**src/rtl/mem_port_arbiter.sv**
```systemverilog
// Shares the single RAM port between instruction fetch and the load/store path.
// Round-robin grant, MFA/MOC handshake, timeout abort and per-owner completion pulses.
//
// state  | meaning
// S_IDLE | no access in flight, arbitrate pending requests
// S_WAIT | MFA high, waiting for MOC or timeout
// S_DONE | one-cycle successful completion pulse to owner
// S_ERR  | one-cycle completion pulse with error (misalign, bad size, timeout)
module mem_port_arbiter #(
   parameter int ADDR_W  = 8,
   parameter int TIMEOUT = 15
) (
   input  logic              i_clk,
   input  logic              i_reset,
   input  logic              i_if_req,
   input  logic [ADDR_W-1:0] i_if_addr,
   output logic              o_if_done,
   input  logic              i_du_req,
   input  logic              i_du_rw,
   input  logic [1:0]        i_du_size,
   input  logic [ADDR_W-1:0] i_du_addr,
   input  logic [31:0]       i_du_wdata,
   output logic              o_du_done,
   output logic              o_du_err,
   output logic [31:0]       o_rdata,
   output logic              o_mfa,
   output logic              o_rw,
   output logic [1:0]        o_size,
   output logic [ADDR_W-1:0] o_addr,
   output logic [31:0]       o_data_in,
   input  logic [31:0]       i_data_out,
   input  logic              i_moc
);

   typedef enum logic [1:0] {S_IDLE, S_WAIT, S_DONE, S_ERR} state_t;

   localparam logic              GNT_IF       = 1'b0;
   localparam logic              GNT_DU       = 1'b1;
   localparam logic [7:0]        LP_TC        = 8'(TIMEOUT - 1);
   localparam logic [ADDR_W-1:0] LP_WORD_MASK = ~ADDR_W'(3);

   state_t            r_state;
   state_t            w_state_nxt;
   logic              r_last_grant;
   logic              r_owner;
   logic [7:0]        r_cnt;
   logic              r_rw;
   logic [1:0]        r_size;
   logic [ADDR_W-1:0] r_addr;
   logic [31:0]       r_data_in;
   logic [31:0]       r_rdata;

   logic              w_grant;
   logic              w_grant_du;
   logic              w_du_bad;
   logic [ADDR_W-1:0] w_if_addr;

   assign w_if_addr = i_if_addr & LP_WORD_MASK;
   assign w_du_bad  = (i_du_size == 2'b11)
                   || ((i_du_size == 2'b01) && i_du_addr[0])
                   || ((i_du_size == 2'b10) && (i_du_addr[1:0] != 2'b00));

   always_comb begin
      w_state_nxt = r_state;
      w_grant     = 1'b0;
      w_grant_du  = 1'b0;
      case (r_state)
         S_IDLE: begin
            if (i_if_req || i_du_req) begin
               w_grant    = 1'b1;
               // on a tie the requester that did not win last time gets the port
               w_grant_du = i_du_req && (!i_if_req || (r_last_grant == GNT_IF));
               w_state_nxt = (w_grant_du && w_du_bad) ? S_ERR : S_WAIT;
            end
         end
         S_WAIT: begin
            if (i_moc)
               w_state_nxt = S_DONE;
            else if (r_cnt == LP_TC)
               w_state_nxt = S_ERR;
         end
         S_DONE:  w_state_nxt = S_IDLE;
         S_ERR:   w_state_nxt = S_IDLE;
         default: w_state_nxt = S_IDLE;
      endcase
   end

   always_ff @(posedge i_clk) begin
      if (i_reset) begin
         r_state      <= S_IDLE;
         r_last_grant <= GNT_DU;
         r_owner      <= GNT_IF;
         r_cnt        <= 8'd0;
         r_rw         <= 1'b1;
         r_size       <= 2'b10;
         r_addr       <= '0;
         r_data_in    <= 32'd0;
         r_rdata      <= 32'd0;
      end else begin
         r_state <= w_state_nxt;
         if (w_grant) begin
            r_last_grant <= w_grant_du;
            r_owner      <= w_grant_du;
            r_cnt        <= 8'd0;
            if (!w_grant_du) begin
               r_rw   <= 1'b1;
               r_size <= 2'b10;
               r_addr <= w_if_addr;
            end else if (!w_du_bad) begin
               r_rw      <= i_du_rw;
               r_size    <= i_du_size;
               r_addr    <= i_du_addr;
               r_data_in <= i_du_wdata;
            end
         end
         if (r_state == S_WAIT) begin
            r_cnt <= r_cnt + 8'd1;
            if (i_moc && r_rw)
               r_rdata <= i_data_out;
         end
      end
   end

   assign o_mfa     = (r_state == S_WAIT);
   assign o_if_done = ((r_state == S_DONE) || (r_state == S_ERR)) && (r_owner == GNT_IF);
   assign o_du_done = ((r_state == S_DONE) || (r_state == S_ERR)) && (r_owner == GNT_DU);
   assign o_du_err  = (r_state == S_ERR) && (r_owner == GNT_DU);
   assign o_rw      = r_rw;
   assign o_size    = r_size;
   assign o_addr    = r_addr;
   assign o_data_in = r_data_in;
   assign o_rdata   = r_rdata;

endmodule

```
**config.mk**
```make
export PLATFORM = sky130hd
export DESIGN_NAME = mem_port_arbiter
export DESIGN_NICKNAME = d
export VERILOG_FILES = /design/src/rtl/mem_port_arbiter.sv
export SDC_FILE = /design/constraint.sdc
export NUM_CORES = 1
export LEC_CHECK = 0
export CAP_MARGIN = 20
export CORE_MARGIN = 1.5
export CORE_UTILIZATION = 41
export CTS_CLUSTER_DIAMETER = 200
export DETAILED_ROUTE_END_ITERATION = 10
export PLACE_DENSITY = 0.82
export SYNTH_ARGS = -nofsm -noshare
export SYNTH_HDL_FRONTEND = slang
export SYNTH_SLANG_ARGS = --single-unit
```
**constraint.sdc**
```tcl
create_clock -name i_clk -period 2.6 [get_ports i_clk]
set_input_delay 0.26 -clock i_clk [delete_from_list [all_inputs] [get_ports i_clk]]
set_output_delay 0.26 -clock i_clk [all_outputs]
set_load 0.005 [all_outputs]
```
# --- Word-level counts from Yosys, hierarchy flattened ---
# Cells that the tools add are included.
word_totals:
  ff_bits: 87
  latch_bits: 0
  ramBits: 0
  rom_bits: 0
  out_inout_bits: 79
  wordCells: 62
  n_memories: 0
op_classes:
  add_sub_neg: 1
  multipliers: 0
  div_mod_pow: 0
  order_cmp: 0
  n_eq_ne: 10
  shift: 0
  muxes: 17
  bitwise: 3
  n_reduce_logical: 22
op_table:
  columns: ["op", "n"]
  rows:
  - ["$mux 8", 4]
  - ["$mux 2", 6]
  - ["$add 8x1->8 const B", 1]
  - ["$eq 2x2->1 const B", 4]
  - ["$eq 8x4->1 const B", 1]
  - ["$logic_and 1x1->1", 8]
  - ["$mux 1", 6]
  - ["$pmux 2 s3", 1]
  - ["$reduce_and 2->1", 3]
  - ["$logic_or 1x1->1", 5]
  - ["$eq 2x1->1 const B", 2]
  - ["$ne 2x2->1 const B", 2]
  - ["$reduce_bool 2->1", 2]
  - ["$ne 3x1->1 const B", 1]
  - ["$not 1->1", 3]
  - ["$reduce_and 3->1", 1]
  - ["$logic_not 2->1", 1]
  - ["$reduce_or 2->1", 1]
  - ["$logic_not 1->1", 1]

# --- Longest topological paths before layout ---
depth:
  ltp_word: 8
  ltp_mapped: 8
  ltp_nobuf: 6

# --- Worst setup path before layout ---
# OpenSTA, ideal clock, no wires.
synth_path:
  path_kind: "reg-to-reg"
  startpoint: "register r_state[1]"
  endpoint: "register r_rdata[24] (netlist: o_rdata[24])"
  setup_ns: 0.131
  arrival_time_ns: 1.275
  path_slack_ns: 1.194
  path_stages_with_launch: 9
  path_buffers: 3
  synth_period_minus_slack_ns: 1.406
  path_cell_list: "dfxtp_1 > nand2b_1 > buf_6 > inv_2 > and3_1 > clkbuf_4 > buf_6 > nand2_1 > a21oi_2"
synth_via:
  elab_chain_cells: 2
synth_lines:
  columns: ["element", "line_no", "rtl"]
  rows:
  - ["from (decl)", "42", "state_t r_state;"]
  - ["from (signal assigned)", "100", "r_state <= w_state_nxt;"]
  - ["$eq 2x1->1", null, null]
  - ["named net o_mfa", "26", "output logic o_mfa,"]
  - ["$reduce_and 2->1 (no line)", null, null]
  - ["to (signal assigned)", "119", "r_rdata <= i_data_out;"]
  - ["to (decl)", "51", "logic [31:0] r_rdata;"]
# The timed path passes the listed nets, and every way through them passes these cells.
# A chain may end at the register's enable or synchronous reset.

# --- Worst setup path after layout ---
layout_path:
  startpoint: "register r_state[0]"
  endpoint: "output port o_mfa"
layout_via:
  elab_chain_cells: 1
layout_lines:
  columns: ["element", "line_no", "rtl"]
  rows:
  - ["$eq 2x1->1", "124", "assign o_mfa = (r_state == S_WAIT);"]
  - ["to (decl)", "26", null]
# Every way passes these cells.

==> summary by stage <==
Floorplanning
Once the floorplan was initialized, standard cells occupied 42.7% of the core. The die covers 0.00864 mm2. The top-level port count is 167.

In this run the standard cell core region covers 0.00777 mm2. In this run the core area contains 32 standard-cell rows. From left edge to right edge, the die measures 93.0 um.

The floorplan step set the die height to 93.0 um.

Placement
The number of placed instances, taps included, is 645. The half-perimeter wire length after placement is 6.42 mm. At the end of routability-driven placement, the weighted congestion stood at 0.798.

In this run the tool buffered the top-level ports with 164 buffer cells.

Route
The total wirelength of the detailed-routed design is 8.96 mm. The vias per cell is 5.00. The first-pass iteration count of the detailed router is 6.

The residual antenna-violating net count after detailed routing is 0. In the routed design, unresolved DRC markers number 0. After detailed routing, the average wire length per cell comes to 13.6 um.

The first routing iteration left 131 violations. The total vias in the final route is 3,297.

Global route
Global routing consumed, over all layers together, 21.1% of the routing resources. The wire length of the first global-routing pass is 14.7 mm. The number of antenna violations at the first check in global routing came to 0.

The via count of the first global-routing pass was 3,235. After global routing the overflow that remains totals 0. The pin count of the biggest net entering global routing is 36.

Logic synthesis
Yosys mapped a number of flops with a built-in enable equal to 0. The cell count after synthesis came out at 400. In this run, synthesis produced a sequential element count of 87.

Of all flip-flops after synthesis, the portion carrying an async set or reset was 0%. The most used flip-flop cell after synthesis is sky130_fd_sc_hd__dfxtp_1. The synthesized netlist occupies a cell area of 0.00332 mm2. In the post-synthesis netlist, the biggest area contributors are sky130_fd_sc_hd__dfxtp_1, sky130_fd_sc_hd__nand2_1, sky130_fd_sc_hd__a21oi_1.

The largest total area in the synthesized netlist belongs to sky130_fd_sc_hd__dfxtp_1. The Yosys warning count is 0. The fraction of post-synthesis cell area in the top cell type by area is 52.5%. For this run, the register share of the synthesized area comes to 52.5%.

The distinct cell type count after synthesis is 44. The mean cell area of the mapped netlist is 8.30 um2. The number of nets produced by synthesis is 490.

Worst setup path
The largest single stage delay on the critical path is 0.53 ns. STA puts the critical path data required time at 2.34 ns. The worst setup path is of the reg -> out kind. The cell type of the slowest stage on the worst timing path is sky130_fd_sc_hd__clkdlybuf4s50_1. Traced cell by cell, the critical path runs through nand2b_1 > inv_2 > clkdlybuf4s50_1.

The critical path launch point type is a flip-flop. The critical path data arrival time is 1.77 ns. The worst setup path is captured at an output port.

Of all nets on the critical path, the largest fanout is 9.

Clock tree
The number of setup buffers added after CTS is 0. The clock transition at the registers of the reported paths is 0.09 ns. The total of hold buffers inserted after clock tree synthesis is 0. The post-cts sizing count is 0.

The maximum clock path buffer count is 2. The clock drives 87 sinks. The clock tree synthesis step divided the H-tree into 3 levels. The total CTS buffers is 9. The clock latency at the later pin of the worst-skew pair is 0.34 ns.

The TritonCTS clock tree is done. The root buffer cell chosen for the clock tree is sky130_fd_sc_hd__clkbuf_8.

Power
The share of total power dissipated in the clock network is 28.4%. The maximum vdd ir drop is 0.278 mV. The share of total power consumed by net switching is 25.4%. The analysis attributes to net switching a power of 0.000692 W. Dividing total power by cell area gives a power density of 528 mW/mm2.

The leakage power of the design is 1.84 nW. The share of power burned in registers is 52.9%. The proportion of power drawn by combinational gates is 18.7%. The internal power of the cells totals 0.00203 W.

Timing
Setup violations remaining at the end of the flow were counted as 0. Setup total negative slack on the finished layout was measured at 0 ns. The slew at the pin closest to its max-slew limit is 0.649 ns. Static timing analysis puts the maximum clock frequency at 494 MHz.

Dividing the final minimum period by the clock period gives 77.9%. The max-slew violation count is 0. The number of hold violations in the final report is 0. For the final database, setup skew stands at 0.0119 ns. The shortest period the worst path allows is 2.03 ns. The worst pin sits at a relative slew slack of 56.8%.

Setup repair after global routing left no endpoint under its margin.

Final layout
In the layout the commonest cells are sky130_fd_sc_hd__clkdlybuf4s50_1, sky130_fd_sc_hd__nand2_1, sky130_fd_sc_hd__dfxtp_1. The combined area of the multi-input logic cells is 0.00141 mm2. The register cell area after layout is 0.00174 mm2. After the last flow step, the layout net total stands at 645. The share of post-route cells with drive strength above 1 is 5.38%. The area added between synthesis and finish is 55.4%. Fill cells in the final layout number 675. The count of placed standard cells in the final layout, fillers left out is 660. The leading cell type in the layout, fill and taps excluded is sky130_fd_sc_hd__clkdlybuf4s50_1. The number of diodes is 0.

Run status
The flow ran to the end, and the final reports show no timing, DRC or antenna violations.

Worst hold path
The worst hold path belongs to the class reg -> reg.

Run
Max-cap violations in this run came to 0.
cells in the mapped netlist (2+ instances only):
cell	n
sky130_fd_sc_hd__buf_2	10
sky130_fd_sc_hd__a21oi_2	2
sky130_fd_sc_hd__clkbuf_1	8
sky130_fd_sc_hd__nand3_1	3
sky130_fd_sc_hd__or2b_1	2
sky130_fd_sc_hd__and3_1	2
sky130_fd_sc_hd__nor3b_1	2
sky130_fd_sc_hd__a21oi_1	79
sky130_fd_sc_hd__nand2_1	133
sky130_fd_sc_hd__dfxtp_1	87
sky130_fd_sc_hd__mux2i_1	6
sky130_fd_sc_hd__o21ai_0	3
sky130_fd_sc_hd__nor3_1	5
sky130_fd_sc_hd__a31oi_1	2
sky130_fd_sc_hd__a22o_1	3
sky130_fd_sc_hd__a311oi_1	6
sky130_fd_sc_hd__buf_6	4
sky130_fd_sc_hd__buf_1	2
sky130_fd_sc_hd__nor2_1	12
sky130_fd_sc_hd__a211oi_1	2
sky130_fd_sc_hd__inv_1	3
sky130_fd_sc_hd__ha_1	2
through the flow:
stage                     setup WS, ns  power, W  hold WS [ns]  utilization [%]  instance area [um2]
after floorplan                   1.19   0.00168         0.386                -                 3320
after global placement           0.457   0.00196         0.437             64.0                 4970
after detailed placement         0.356   0.00197         0.447             64.0                 4970
after CTS                        0.332   0.00275         0.440             66.0                 5130
after global routing             0.469   0.00286         0.438             66.4                 5150
final                            0.575   0.00272         0.454             66.4                 5150
critical path, delay by kind of cell, from the launching register on:
kind,cells,cell delay (ns)
flops,1,0.45
buf+inv,2,0.72
simple gates,1,0.25
flip-flops by register name (all words and copies together) (netlist names):
| register | flops |
|---|---|
| o_rw | 1 |
| o_addr | 8 |
| r_owner | 1 |
| o_size | 2 |
| o_data_in | 32 |
| r_state | 2 |
| r_cnt | 8 |
| r_last_grant | 1 |
| o_rdata | 32 |
routing by layer:
layer	wire, um	GRT usage (%)
met1	3690	23.4
met2	4290	36.9
met3	830	7.80
met4	140	7.70
met5	0	0
layout make-up:
cell class,count,share of cell area [%]
clock buffer,10,2.48
clock inverter,4,0.485
inverter,4,0.291
multi-input combinational,282,27.3
sequential,87,33.8
tap,102,2.48
timing repair buffer,171,33.2
path summary, 6_finish.rpt:
| kind | start | end | slack, ns | cells past startpoint |
|---|---|---|---|---|
| worst max-delay path | r_state[0] | o_mfa | 0.57 | 3 |
| worst min-delay path | o_data_in[5] | o_data_in[5] | 0.45 | 2 |
| worst max register to register | r_state[0] | o_addr[1] | 0.78 | 4 |
| worst min register to register | o_data_in[5] | o_data_in[5] | 0.45 | 2 |
logic make-up after synthesis:
kind of cell,count (synthesis),synth area share [%]
flops,87,52.5
fa+ha+maj,2,0.754
compound gates,104,18.2
mux,7,2.15
buf+inv,31,5.05
xor+xnor,1,0.264
simple gates,168,21.1
power groups by stage:
stage | logic, W | clock network (W) | registers [W]
3_5_place_dp | 0.000502 | 0 | 0.00147
6_report | 0.000508 | 0.000772 | 0.00144
3_3_place_gp | 0.000492 | 0 | 0.00147
4_1_cts | 0.000505 | 0.000800 | 0.00144
2_1_floorplan | 0.000209 | 0 | 0.00147
5_1_grt | 0.000557 | 0.000851 | 0.00145
Power figures use the tool's default switching activity.
